[src/rtl/instruction_fetch_unit.sv]
// Instruction fetch stage: issues word fetches at pc, hands instructions to IF/ID with
// zero added latency, parks an instruction while ID stalls, and handles delay-slot branches and exception flushes.
module instruction_fetch_unit #(
   parameter logic [31:0] RESET_VECTOR = 32'h0000_0000,
   parameter logic [31:0] EXC_VECTOR   = 32'h0000_0080
) (
   input  logic        clk_i,
   input  logic        rst_ni,
   input  logic        id_stall_i,
   input  logic        id_branch_i,
   input  logic [31:0] id_branch_target_i,
   input  logic        ex_exception_i,
   output logic        imem_read_o,
   output logic [31:0] imem_address_o,
   input  logic        imem_ready_i,
   input  logic [31:0] imem_data_i,
   output logic [31:0] if_instruction_o,
   output logic [31:0] if_pc_add_4_o,
   output logic [31:0] if_pc_usable_o,
   output logic        if_stall_o,
   output logic        if_flush_o,
   output logic        if_bra_delay_o
);

   typedef enum logic [1:0] {FETCH, HOLD, DISCARD} state_e;

   state_e      state_q, state_d;
   logic [31:0] pc_q, pc_d;
   logic [31:0] hold_q, hold_d;
   logic [31:0] redir_pc_q, redir_pc_d;
   logic        redir_q, redir_d;
   logic        valid, advance, br_new;
   logic [31:0] pc_add4, br_target;

   assign pc_add4   = pc_q + 32'd4;
   assign br_target = {id_branch_target_i[31:2], 2'b00};
   // Reset gating keeps the outputs quiet combinationally while rst_ni is low.
   assign valid     = rst_ni & (((state_q == FETCH) & imem_ready_i) | (state_q == HOLD));
   assign advance   = valid & ~id_stall_i & ~ex_exception_i;
   assign br_new    = id_branch_i & ~id_stall_i & ~redir_q;

   always_comb begin
      imem_read_o    = rst_ni & (state_q != HOLD);
      imem_address_o = pc_q;
      if_pc_usable_o = pc_q;
      if_pc_add_4_o  = pc_add4;
      if_stall_o     = ~valid | ex_exception_i;
      if_flush_o     = rst_ni & ex_exception_i;
      if_bra_delay_o = redir_q & ~valid;
      case (state_q)
         FETCH:   if_instruction_o = imem_data_i;
         HOLD:    if_instruction_o = hold_q;
         default: if_instruction_o = 32'h0;
      endcase
   end

   always_comb begin
      state_d    = state_q;
      pc_d       = pc_q;
      hold_d     = hold_q;
      redir_d    = redir_q;
      redir_pc_d = redir_pc_q;
      if (ex_exception_i) begin
         // A request still in flight must have its response swallowed.
         state_d = ((state_q != HOLD) & ~imem_ready_i) ? DISCARD : FETCH;
         pc_d    = EXC_VECTOR;
         hold_d  = 32'h0;
         redir_d = 1'b0;
      end else if (advance) begin
         // With no pending redirect, a branch seen now makes the current IF word its delay slot.
         state_d = FETCH;
         redir_d = 1'b0;
         if (redir_q)     pc_d = redir_pc_q;
         else if (br_new) pc_d = br_target;
         else             pc_d = pc_add4;
      end else begin
         if (br_new) begin
            redir_d    = 1'b1;
            redir_pc_d = br_target;
         end
         if ((state_q == DISCARD) & imem_ready_i) begin
            state_d = FETCH;
         end else if ((state_q == FETCH) & imem_ready_i & id_stall_i) begin
            state_d = HOLD;
            hold_d  = imem_data_i;
         end
      end
   end

   always_ff @(posedge clk_i or negedge rst_ni) begin
      if (!rst_ni) begin
         state_q    <= FETCH;
         pc_q       <= RESET_VECTOR;
         hold_q     <= 32'h0;
         redir_q    <= 1'b0;
         redir_pc_q <= 32'h0;
      end else begin
         state_q    <= state_d;
         pc_q       <= pc_d;
         hold_q     <= hold_d;
         redir_q    <= redir_d;
         redir_pc_q <= redir_pc_d;
      end
   end

endmodule
[config.mk]
export PLATFORM = sky130hd
export DESIGN_NAME = instruction_fetch_unit
export DESIGN_NICKNAME = d
export VERILOG_FILES = /design/src/rtl/instruction_fetch_unit.sv
export SDC_FILE = /design/constraint.sdc
export NUM_CORES = 1
export LEC_CHECK = 0
export ABC_AREA = 1
export CORE_MARGIN = 2
export CORE_UTILIZATION = 41
export DETAILED_ROUTE_END_ITERATION = 10
export GPL_TIMING_DRIVEN = 0
export PLACE_DENSITY_LB_ADDON = 0.1
export SLEW_MARGIN = 15
export SYNTH_ARGS = -nofsm -noshare
export SYNTH_HDL_FRONTEND = slang
export SYNTH_SLANG_ARGS = --single-unit
[constraint.sdc]
create_clock -name clk_i -period 1.72 [get_ports clk_i]
set_clock_uncertainty 0.15 [all_clocks]
set_input_delay 0.43 -clock clk_i [delete_from_list [all_inputs] [get_ports clk_i]]
set_output_delay 0.43 -clock clk_i [all_outputs]
set_load 0.005 [all_outputs]
==> flow_summary_export.csv, run 1 <==
group,metric,value,unit
status,status,"complete, but fails checks",
status,violations,"negative setup slack",
sta,rsz0062_at_grt,"yes",
cts,clock_sinks,95,
setup_path,cp.required,1.14,ns
drt,vias,7971,
die,die_w,122,um
synthesis,ys_ff_latch,95,
sta,fin_crit_sh,156,%
synthesis,yosys-top-cells-area,"dfrtp_1 (42%), nand2_1 (16%), o22ai_1 (8.1%)",
global_routing,grt_usage,34.5,%
setup_path,critical_path_class,"reg -> out",
cts,clk_pin_slew_worst_paths,0.08,ns
sta,tightest_slew,0.911,ns
drt,wl_per_cell,22.7,um
cts,cts_tree,"built",
pwr,leakage,5.96,nW
die,rows,43,
final_layout,layout.nets,1259,
drt,first_pass_iters,7,
synthesis,synth_cell_types,35,
sta,fin_crit,2.68,ns
sta,setup_slack,-0.957,ns
die,core-area,13800,um2
synthesis,avgSynthCellArea,7.21,um2
cts,cts_buffers,9,
die,die_h,122,um
synthesis,yosysTopAreaCell,"dfrtp_1",
synthesis,syn_inst,794,
setup_path,crit_path_max_fanout,4,
drt,totalWireLength,31.2,mm
sta,maxSlewHeadroom,39.1,%
final_layout,syn2layout_area_growth,109,%
global_routing,grt_max_degree,37,
drt,drtAntennaViolNets,0,
cts,clockBufferDepth,2,
global_routing,antenna_found_initial,0,
die,die_area,14900,um2
place,gp_congestion,0.876,
drt,via_per_inst,5.81,
setup_path,arrival,2.10,ns
sta,fin_tns_setup,-71.97,ns
final_layout,diodes,0,
global_routing,grt_pass1_vias,7436,
sta,slew_violations,0,
pwr,peakVddDrop,0.000595,V
sta,finalHoldViolCount,0,
drt,drtIter0Drc,699,
flow_run,drv_cap,0,
final_layout,final_area,12000,um2
pwr,finalPower,7.37,mW
pwr,powerDensity,615,nW/um2
final_layout,finish.utilization,86.9,%
drt,drc_errors,0,
synthesis,syn_area,5730,um2
synthesis,ys_warn_count,0,
final_layout,drive_gt1_share,59.3,%
global_routing,grt_overflow,0,
place,hpwlAfterDp,13.1,mm
sta,timing.fmax,0.374,GHz
cts,clock_latency,0.37,ns
cts,cts-htree-levels,3,
setup_path,cp-end-kind,"output port",
min_path,hold_path.class,"in -> reg",
sta,setup_violations,201,
cts,root_buffer,"clkbuf_16",
die,pin_count,202,
place,placed_area,8010,um2
global_routing,grt_pass1_wl,39.2,mm
synthesis,ys_seq_area_share,41.5,%
place,io_buffers,193,
die,start_util,41.6,%
synthesis,yosys.area.top_type_share,41.5,%
setup_path,start_kind,"flop",
==> timing repair <==
item,4_1_cts,5_1_grt
endpoints found under the setup margin,218,214
cloned,9,5
hold buffers,3,0
gates resized for setup,845,309
setup buffers,162,54
hold endpoints to repair,41,0
pin swaps,75,78
==> per-stage QoR <==
step	worst slack, ns	instances	hold WS (ns)
4_1_cts	-0.720	1357	0.304
2_1_floorplan	-0.0662	799	-0.0156
6_report	-0.957	1373	0.301
5_1_grt	-0.976	1373	0.318
3_3_place_gp	-4.69	1172	0.305
3_5_place_dp	-0.952	1173	0.165
==> path summary, 6_finish.rpt <==
path	from	end	slack (ns)	depth (start not counted)
worst min-delay path	imem_ready_i	state_q[1]$_DFFE_PN0P_	0.30	2
worst max register to register	if_pc_usable_o[20]$_DFFE_PN0N_	if_pc_usable_o[28]$_DFFE_PN0N_	-0.67	12
max in group asynchronous	rst_ni	if_pc_usable_o[26]$_DFFE_PN0N_	0.09	2
worst min register to register	redir_pc_q[3]$_DFFE_PN0P_	redir_pc_q[3]$_DFFE_PN0P_	0.33	2
min in group asynchronous	rst_ni	state_q[1]$_DFFE_PN0P_	0.46	3
worst max-delay path	if_pc_usable_o[20]$_DFFE_PN0N_	if_pc_add_4_o[28]	-0.96	7
==> synth_stat cells <==
master / n
o22ai_1: 74
a211oi_4: 1
o221ai_1: 1
a21oi_1: 18
nor3_1: 2
nand4_1: 1
dfrtp_1: 95
o32ai_1: 1
nand2_2: 1
and2_1: 3
nand2_1: 241
buf_2: 12
inv_2: 8
xnor2_1: 3
buf_4: 38
nor2_1: 55
o21ai_1: 4
o21ai_2: 10
o21bai_1: 1
xor2_1: 10
nor2_8: 1
o21ai_0: 29
nand3_4: 1
ha_1: 1
clkbuf_1: 17
a22oi_1: 1
nand3_1: 37
or2_2: 2
buf_6: 4
conb_1: 1
o211ai_1: 2
inv_1: 113
nand2_4: 2
nand3b_1: 2
nor2_2: 2
==> layer usage <==
metal / share of wire [%] / GRT usage [%]
met5: 0 / 0
met4: 8.4 / 18.0
met3: 11 / 6.93
met2: 47 / 59.4
met1: 34 / 40.6
==> registers in the layout (all words and copies together), names as in the netlist <==
name            cells
hold_q             32
if_pc_usable_o     30
redir_pc_q         30
state_q             2
redir_q             1
==> cells in the final DEF, fill, tap and decap left out, drive strengths merged <==
cell type,n
o32ai,1
a22oi,1
o211ai,2
dlygate4sd3,3
and2,3
nand3,38
a21oi,18
o21bai,1
clkinvlp,3
bufinv,2
clkdlybuf4s15,4
xor2,10
bufbuf,3
nand3b,2
o22ai,74
ha,1
inv,121
nor3,2
o221ai,1
clkinv,1
clkbuf,35
or2,2
xnor2,3
nor2,58
clkdlybuf4s50,64
a211oi,1
nand4,1
o21ai,43
buf,346
dlygate4sd2,4
dfrtp,95
conb,6
nand2,244
==> layout make-up <==
| type | count | area, um2 |
|---|---|---|
| Timing Repair Buffer | 384 | 3790 |
| Inverter | 121 | 477 |
| Multi-Input combinational cell | 512 | 4020 |
| Fill cell | 663 | 1810 |
| Clock inverter | 5 | 80.1 |
| Timing Repair inverter | 1 | 7.51 |
| Tap cell | 180 | 225 |
| Sequential cell | 95 | 2410 |
| Clock buffer | 11 | 253 |
| Buffer | 64 | 708 |
==> cells by family (layout without fill, tap and decap cells) <==
family | after synthesis | after routing | share of synthesized area, %
flops | 95 | 95 | 41.5
buf+inv | 192 | 586 | 15.9
compound gates | 142 | 142 | 15.3
xor+xnor | 13 | 13 | 1.99
simple gates | 350 | 350 | 25.1
other cells | 1 | 6 | 0.0655
fa+ha+maj | 1 | 1 | 0.218
==> critical path, cell delays in order (launching register included) <==
cell and delay [ns]:
dfrtp_2 0.45, nand2_1 0.17, nor2_1 0.19, nand2_1 0.11, nor2_1 0.33, nand3_2 0.22, nand2_2 0.13, buf_2 0.13
==> where the power goes <==
| group | switching (mW) | total, mW | internal, mW |
|---|---|---|---|
| Sequential | 0.204 | 2.65 | 2.45 |
| Combinational | 1.16 | 2.38 | 1.22 |
| Clock | 0.980 | 2.33 | 1.35 |
(Power assumes the default switching activity.)
==> run 2, diff against run 1 <==
CAP_MARGIN = 0   (was not set)
==> results of run 2 <==
The final DEF is identical to that of run 1; final timing and power are the same.
